File: config.mk
export PLATFORM = sky130hd
export DESIGN_NAME = pipe_ctrl
export DESIGN_NICKNAME = d
export VERILOG_FILES = /design/src/rtl/pipe_ctrl.sv
export SDC_FILE = /design/constraint.sdc
export NUM_CORES = 1
export LEC_CHECK = 0
export CORE_MARGIN = 2
export CORE_UTILIZATION = 38
export DETAILED_ROUTE_END_ITERATION = 7
export HOLD_SLACK_MARGIN = 0.08
export MAX_ROUTING_LAYER = met4
export PLACE_DENSITY = 0.73
export SLEW_MARGIN = 5
export SYNTH_ARGS = -nofsm -noshare
export SYNTH_HDL_FRONTEND = slang
export SYNTH_SLANG_ARGS = --single-unit
File: constraint.sdc
create_clock -name clk -period 2 [get_ports clk]
set_clock_uncertainty 0.2 [all_clocks]
set_input_delay 0.5 -clock clk [delete_from_list [all_inputs] [get_ports clk]]
set_output_delay 0.5 -clock clk [all_outputs]
set_load 0.01 [all_outputs]
File: src/rtl/pipe_ctrl.sv
// ----------------------------------------------------------------------------
// pipe_ctrl
// Central stall/flush controller for the eight-register pipeline
// (PC, PF, IF, ID, EX, MEM1, MEM2, WB). Each cycle it merges cache stalls,
// load-use hazards, divider occupancy, branch mispredicts and exception/eret
// redirects into one advance/hold/bubble decision per inter-stage register.
// It also discards instructions from an I-cache fetch that was outstanding
// when a redirect arrived.
//
// Ports
//   clk, rst            clock, synchronous active-low reset
//   icache_stall        IF fetch not complete this cycle
//   dcache_stall        MEM2 data access not complete this cycle
//   load_use            ID instruction depends on the load in EX
//   div_start           EX holds a divide instruction
//   exc_flush           exception/eret redirect from MEM1 (held until taken)
//   bp_flush            branch mispredict from EX (held until taken)
//   *Wr                 per-register write enables
//   *_Flush             per-register bubble insert (overrides write)
//   div_busy            EX is held by the divider
//
// Outputs are combinational from the current state and inputs.
// ----------------------------------------------------------------------------
module pipe_ctrl #(
    parameter int unsigned DIV_CYCLES = 32
) (
    input  logic clk,
    input  logic rst,
    input  logic icache_stall,
    input  logic dcache_stall,
    input  logic load_use,
    input  logic div_start,
    input  logic exc_flush,
    input  logic bp_flush,
    output logic PC_Wr,
    output logic PF_IFWr,
    output logic IF_IDWr,
    output logic ID_EXWr,
    output logic EX_MEM1Wr,
    output logic MEM1_MEM2Wr,
    output logic MEM2_WBWr,
    output logic PF_Flush,
    output logic IF_Flush,
    output logic ID_Flush,
    output logic EX_Flush,
    output logic MEM1_Flush,
    output logic MEM2_Flush,
    output logic div_busy
);

    localparam int unsigned CNT_W = $clog2(DIV_CYCLES + 1);

    typedef enum logic {
        ST_RUN   = 1'b0,
        ST_DRAIN = 1'b1
    } state_t;

    state_t           r_state;
    state_t           w_state_nxt;
    logic [CNT_W-1:0] r_cnt;
    logic [CNT_W-1:0] w_cnt_nxt;
    logic             r_kill_if;
    logic             w_kill_if_nxt;

    logic w_cnt_zero;
    logic w_cnt_one;
    logic w_cnt_gt1;
    logic w_div_busy;
    logic w_exc_acc;
    logic w_bp_acc;

    logic w_pc_wr;
    logic w_pf_if_wr;
    logic w_if_id_wr;
    logic w_id_ex_wr;
    logic w_ex_mem1_wr;
    logic w_mem1_mem2_wr;
    logic w_mem2_wb_wr;
    logic w_pf_flush;
    logic w_if_flush;
    logic w_id_flush;
    logic w_ex_flush;
    logic w_mem1_flush;
    logic w_mem2_flush;

    // Divider occupancy decode
    always_comb begin
        w_cnt_zero = (r_cnt == '0);
        w_cnt_one  = (r_cnt == CNT_W'(1));
        w_cnt_gt1  = (r_cnt > CNT_W'(1));
        w_div_busy = (div_start && w_cnt_zero) || w_cnt_gt1;
    end

    // Priority merge of hazard/redirect events into per-register controls
    always_comb begin
        w_pc_wr        = 1'b1;
        w_pf_if_wr     = 1'b1;
        w_if_id_wr     = 1'b1;
        w_id_ex_wr     = 1'b1;
        w_ex_mem1_wr   = 1'b1;
        w_mem1_mem2_wr = 1'b1;
        w_mem2_wb_wr   = 1'b1;
        w_pf_flush     = 1'b0;
        w_if_flush     = 1'b0;
        w_id_flush     = 1'b0;
        w_ex_flush     = 1'b0;
        w_mem1_flush   = 1'b0;
        w_mem2_flush   = 1'b0;
        w_exc_acc      = 1'b0;
        w_bp_acc       = 1'b0;

        if (dcache_stall) begin
            // Whole pipe up to MEM2 freezes; redirects wait for a free cycle
            w_pc_wr        = 1'b0;
            w_pf_if_wr     = 1'b0;
            w_if_id_wr     = 1'b0;
            w_id_ex_wr     = 1'b0;
            w_ex_mem1_wr   = 1'b0;
            w_mem1_mem2_wr = 1'b0;
            w_mem2_flush   = 1'b1;
        end else if (exc_flush) begin
            w_exc_acc    = 1'b1;
            w_pc_wr      = 1'b1;
            w_pf_flush   = 1'b1;
            w_if_flush   = 1'b1;
            w_id_flush   = 1'b1;
            w_ex_flush   = 1'b1;
            w_mem1_flush = 1'b1;
            w_mem2_wb_wr = 1'b1;
        end else if (w_div_busy) begin
            w_pc_wr    = 1'b0;
            w_pf_if_wr = 1'b0;
            w_if_id_wr = 1'b0;
            w_id_ex_wr = 1'b0;
            w_ex_flush = 1'b1;
        end else if (bp_flush) begin
            w_bp_acc   = 1'b1;
            w_pc_wr    = 1'b1;
            w_pf_flush = 1'b1;
            if (load_use) begin
                // Delay slot waits in IF_ID; its stale successor is killed later
                w_if_id_wr = 1'b0;
                w_id_flush = 1'b1;
            end else begin
                w_if_flush = 1'b1;
                w_id_ex_wr = 1'b1;
            end
        end else if (load_use) begin
            w_pc_wr    = 1'b0;
            w_pf_if_wr = 1'b0;
            w_if_id_wr = 1'b0;
            w_id_flush = 1'b1;
        end else if (icache_stall || (r_state == ST_DRAIN)) begin
            w_pc_wr    = 1'b0;
            w_pf_if_wr = 1'b0;
            w_if_id_wr = 1'b0;
            w_if_flush = w_id_ex_wr;
        end

        // Pending kill: the first instruction written into IF_ID is stale
        if (r_kill_if && w_if_id_wr) begin
            w_if_flush = 1'b1;
        end

        // Draining a stale fetch: hold the redirect target, drop PF contents
        if ((r_state == ST_DRAIN) && !w_exc_acc && !w_bp_acc) begin
            w_pf_flush = 1'b1;
            w_pc_wr    = 1'b0;
        end
    end

    // Next-state logic for fetch FSM, divide counter and kill flag
    always_comb begin
        w_state_nxt   = r_state;
        w_cnt_nxt     = r_cnt;
        w_kill_if_nxt = r_kill_if;

        if (!icache_stall) begin
            w_state_nxt = ST_RUN;
        end else if (w_exc_acc || w_bp_acc) begin
            w_state_nxt = ST_DRAIN;
        end

        if (w_exc_acc) begin
            w_cnt_nxt = '0;
        end else if (div_start && w_cnt_zero && !dcache_stall) begin
            w_cnt_nxt = CNT_W'(DIV_CYCLES);
        end else if (w_cnt_gt1) begin
            w_cnt_nxt = r_cnt - CNT_W'(1);
        end else if (w_cnt_one && w_ex_mem1_wr) begin
            // Parks at 1 until EX drains, so a held div_start cannot re-arm
            w_cnt_nxt = '0;
        end

        if (r_kill_if && w_if_id_wr) begin
            w_kill_if_nxt = 1'b0;
        end
        if (w_bp_acc && load_use) begin
            w_kill_if_nxt = 1'b1;
        end
        if (w_exc_acc) begin
            w_kill_if_nxt = 1'b0;
        end
    end

    // State registers
    always_ff @(posedge clk) begin
        if (!rst) begin
            r_state   <= ST_RUN;
            r_cnt     <= '0;
            r_kill_if <= 1'b0;
        end else begin
            r_state   <= w_state_nxt;
            r_cnt     <= w_cnt_nxt;
            r_kill_if <= w_kill_if_nxt;
        end
    end

    // All controls are forced low while reset is asserted
    always_comb begin
        PC_Wr       = rst & w_pc_wr;
        PF_IFWr     = rst & w_pf_if_wr;
        IF_IDWr     = rst & w_if_id_wr;
        ID_EXWr     = rst & w_id_ex_wr;
        EX_MEM1Wr   = rst & w_ex_mem1_wr;
        MEM1_MEM2Wr = rst & w_mem1_mem2_wr;
        MEM2_WBWr   = rst & w_mem2_wb_wr;
        PF_Flush    = rst & w_pf_flush;
        IF_Flush    = rst & w_if_flush;
        ID_Flush    = rst & w_id_flush;
        EX_Flush    = rst & w_ex_flush;
        MEM1_Flush  = rst & w_mem1_flush;
        MEM2_Flush  = rst & w_mem2_flush;
        div_busy    = rst & w_div_busy;
    end

endmodule

==> impl_metrics.py <==
metrics = {
    "final_layout": {
        "fillers": 130,
        "drive_gt1_share_pct": 51.6,
        "fin_nets": 134,
        "num_antenna_cells": 0,
        "area_growth_pct": 76.8,
        "fin_util_pct": 71.6,
        "final_cell_area_um2": 1070,
        "finalNonFillerCells": 138,
    },
    "global_routing": {
        "grt_pass1_wl_um": 2970,
        "grt_pass1_vias": 734,
        "grt-ovfl-total": 0,
        "grt_max_degree": 8,
        "grt_use_total_pct": 20.8,
        "grt_antenna_before_repair": 0,
    },
    "hold_path": {
        "hold_class": "reg -> reg",
    },
    "job": {
        "max_cap_viol_count": 0,
    },
    "synthesis": {
        "synthAdderAreaFrac_pct": 4.15,
        "syn_area_um2": 603,
        "yosysTopAreaCell": "dfxtp_1",
        "ys_seq_area_share_pct": 26.6,
        "synth_warnings": 0,
        "synth_xor_area_share_pct": 0,
        "synth-simple-area-share_pct": 34.4,
        "synthesis.nets": 88,
        "syn_inst": 78,
        "synth_top_family_by_area": "simple AND/OR/NAND/NOR gates",
        "synth_seq_cells": 8,
        "yosysUniqueCellTypes": 30,
        "synth.area.top_cells": "dfxtp_1 (27%), a21oi_1 (6.6%), nor2_1 (5.6%)",
        "synth_top_cell_area_share_pct": 26.6,
        "synthMuxAreaShare_pct": 1.66,
        "synth-compound-area-share_pct": 25.7,
        "avgSynthCellArea_um2": 7.73,
    },
    "cts": {
        "clock_latency_ns": 0.26,
        "cts_tree": "yes",
        "max-clock-path-buffers": 2,
        "h-tree-depth": 1,
        "cts.clk_slew.worst_paths_ns": 0.05,
        "cts-root-buf": "clkbuf_4",
        "cts.sinks": 8,
        "cts-buffers-inserted": 3,
    },
    "sta": {
        "fin_ws_ns": -0.364,
        "slew_viol_final": 0,
        "fmax_ghz": 0.423,
        "min_period_ns": 2.36,
        "post-route-period-util_pct": 118,
        "slew_headroom_pct": 77.7,
        "setup_viol": 9,
        "rsz0062_at_grt": "yes",
        "hold_violations": 0,
        "tightest_slew_ns": 0.331,
        "setup_tns_ns": -2.25,
    },
    "setup_path": {
        "slowest_stage": "nor4_4",
        "cp-start-kind": "flop",
        "max_stage_delay_ns": 0.36,
        "cp.arrival_ns": 1.66,
        "endpoint_kind": "output port",
        "critPathMaxFanout": 3,
        "crit_path_cell_trace": "nor4_4 > o211ai_4 > or3_1 > a21oi_2 > buf_2",
        "path_class": "reg -> out",
        "cp_data_required_time_ns": 1.30,
    },
    "route": {
        "drc": 0,
        "drt-pass1-iter-count": 4,
        "wire_per_inst_um": 12.8,
        "wl_um": 1770,
        "final_antenna_net_count": 0,
        "vias": 741,
        "viasPerCell": 5.37,
        "drt_iter0_drc": 17,
    },
    "power": {
        "peakVddDrop_v": 0.000626,
        "power_density_nw_per_um2": 1290,
        "p_leak_nw": 0.485,
        "power_mw": 1.37,
    },
    "status": {
        "status": "finished with violations",
        "violations": "setup timing",
    },
    "place": {
        "portBuffers": 21,
        "placed_cell_area_um2": 980,
        "gp_congestion": 0.868,
        "dp_hpwl_um": 1300,
        "dp.cells": 131,
    },
    "floorplan": {
        "io_pins": 22,
        "core_area_um2": 1490,
        "fp.dieW_um": 43.8,
        "rows": 14,
        "dieHeight_um": 43.8,
        "initial_core_util_pct": 40.5,
        "dieArea_um2": 1920,
    },
}
synth_stat cells:
| cell | n |
|---|---|
| a21o_2 | 1 |
| a21oi_1 | 8 |
| and2_1 | 2 |
| and2_2 | 1 |
| and3b_1 | 1 |
| buf_4 | 3 |
| dfxtp_1 | 8 |
| ha_1 | 2 |
| inv_1 | 6 |
| mux2i_1 | 1 |
| nand2_1 | 6 |
| nand2b_1 | 4 |
| nand3_1 | 2 |
| nand4_1 | 1 |
| nand4b_1 | 1 |
| nor2_1 | 9 |
| nor2b_1 | 1 |
| nor3_1 | 1 |
| nor4_1 | 2 |
| nor4_4 | 1 |
| o211ai_4 | 1 |
| o21a_1 | 3 |
| o21ai_0 | 4 |
| o2bb2ai_1 | 1 |
| o311ai_0 | 1 |
| o31ai_1 | 1 |
| o32ai_1 | 1 |
| o41ai_1 | 1 |
| or3_1 | 2 |
| or4_1 | 2 |
metal layers:
layer,up-vias,GRT usage (%),wire length [µm],part of all wire [%]
li1,371,-,-,-
met4,0,4.85,19,1.1
met5,-,-,0,0
met1,346,23.2,788,44
met2,20,35.6,861,49
met3,4,6.67,101,5.7
timing repair:
action,4_1_cts,5_1_grt
setup buffers,2,1
gates resized for setup,79,3
gates cloned,1,0
hold buffers,0,0
pin swaps,8,2
endpoints found under the setup margin,14,10
hold endpoints to repair,0,0
report_power, final:
| part | internal (mW) | switching (mW) |
|---|---|---|
| sequential | 0.212 | 0.0435 |
| clock | 0.0688 | 0.0566 |
| combinational | 0.500 | 0.492 |
state kept, by name, summed over array words and instances (netlist names):
register,count
r_state,1
r_cnt,6
r_kill_if,1
cells by family (layout without fill, tap and decap cells):
group           Yosys count  count (layout)
compound gates           22              22
fa+ha+maj                 2               2
buf+inv                   9              53
flops                     8               8
mux                       1               1
simple gates             36              36
worst max-delay path: cells and delay by family, from the launching register on:
kind,cells,cell delay (ns)
buf+inv,1,0.13
flops,1,0.33
compound gates,2,0.24
simple gates,2,0.70
final timing paths:
path / to / start / slack (ns) / cells after the start
worst max-delay path: IF_IDWr / r_cnt[4]$_SDFFE_PP0P_ / -0.36 / 5
worst min-delay path: r_kill_if$_SDFFE_PP0P_ / r_kill_if$_SDFFE_PP0P_ / 0.30 / 2
worst max register to register: r_kill_if$_SDFFE_PP0P_ / r_cnt[4]$_SDFFE_PP0P_ / 0.20 / 5
worst min register to register: r_kill_if$_SDFFE_PP0P_ / r_kill_if$_SDFFE_PP0P_ / 0.30 / 2
cells in the final DEF (no fill, tap or decap), types with 2 or more instances in the layout:
cell type	Yosys	layout
a21oi_1	8	6
a21oi_2	0	2
and2_1	2	2
buf_2	0	10
buf_4	3	18
buf_6	0	5
clkbuf_4	0	3
clkdlybuf4s15_1	0	2
clkdlybuf4s15_2	0	3
dfxtp_1	8	4
dfxtp_2	0	3
dlygate4sd2_1	0	6
ha_4	0	2
inv_1	6	3
inv_2	0	2
nand2_1	6	5
nand2b_1	4	3
nand3_1	2	2
nor2_1	9	4
nor2_2	0	3
nor2_4	0	2
nor4_1	2	2
o21a_1	3	3
o21ai_0	4	4
or3_1	2	2
or4_1	2	2
final cells by class:
class / count / area (µm²) / share of cell area [%]
Inverter: 6 / 25.0 / 2.35
Clock buffer: 3 / 22.5 / 2.11
Tap cell: 16 / 20.0 / 1.88
Multi-Input combinational cell: 61 / 483 / 45.3
Sequential cell: 8 / 168 / 15.7
Timing Repair Buffer: 44 / 348 / 32.6
through the flow:
step	setup WS (ns)	hold WS, ns
after floorplan	-0.123	0.247
after global placement	-0.870	0.284
final	-0.364	0.297
after detailed placement	-0.877	0.281
after CTS	-0.395	0.300
after global routing	-0.437	0.331
Note: power is estimated with default switching activity, not from simulation.
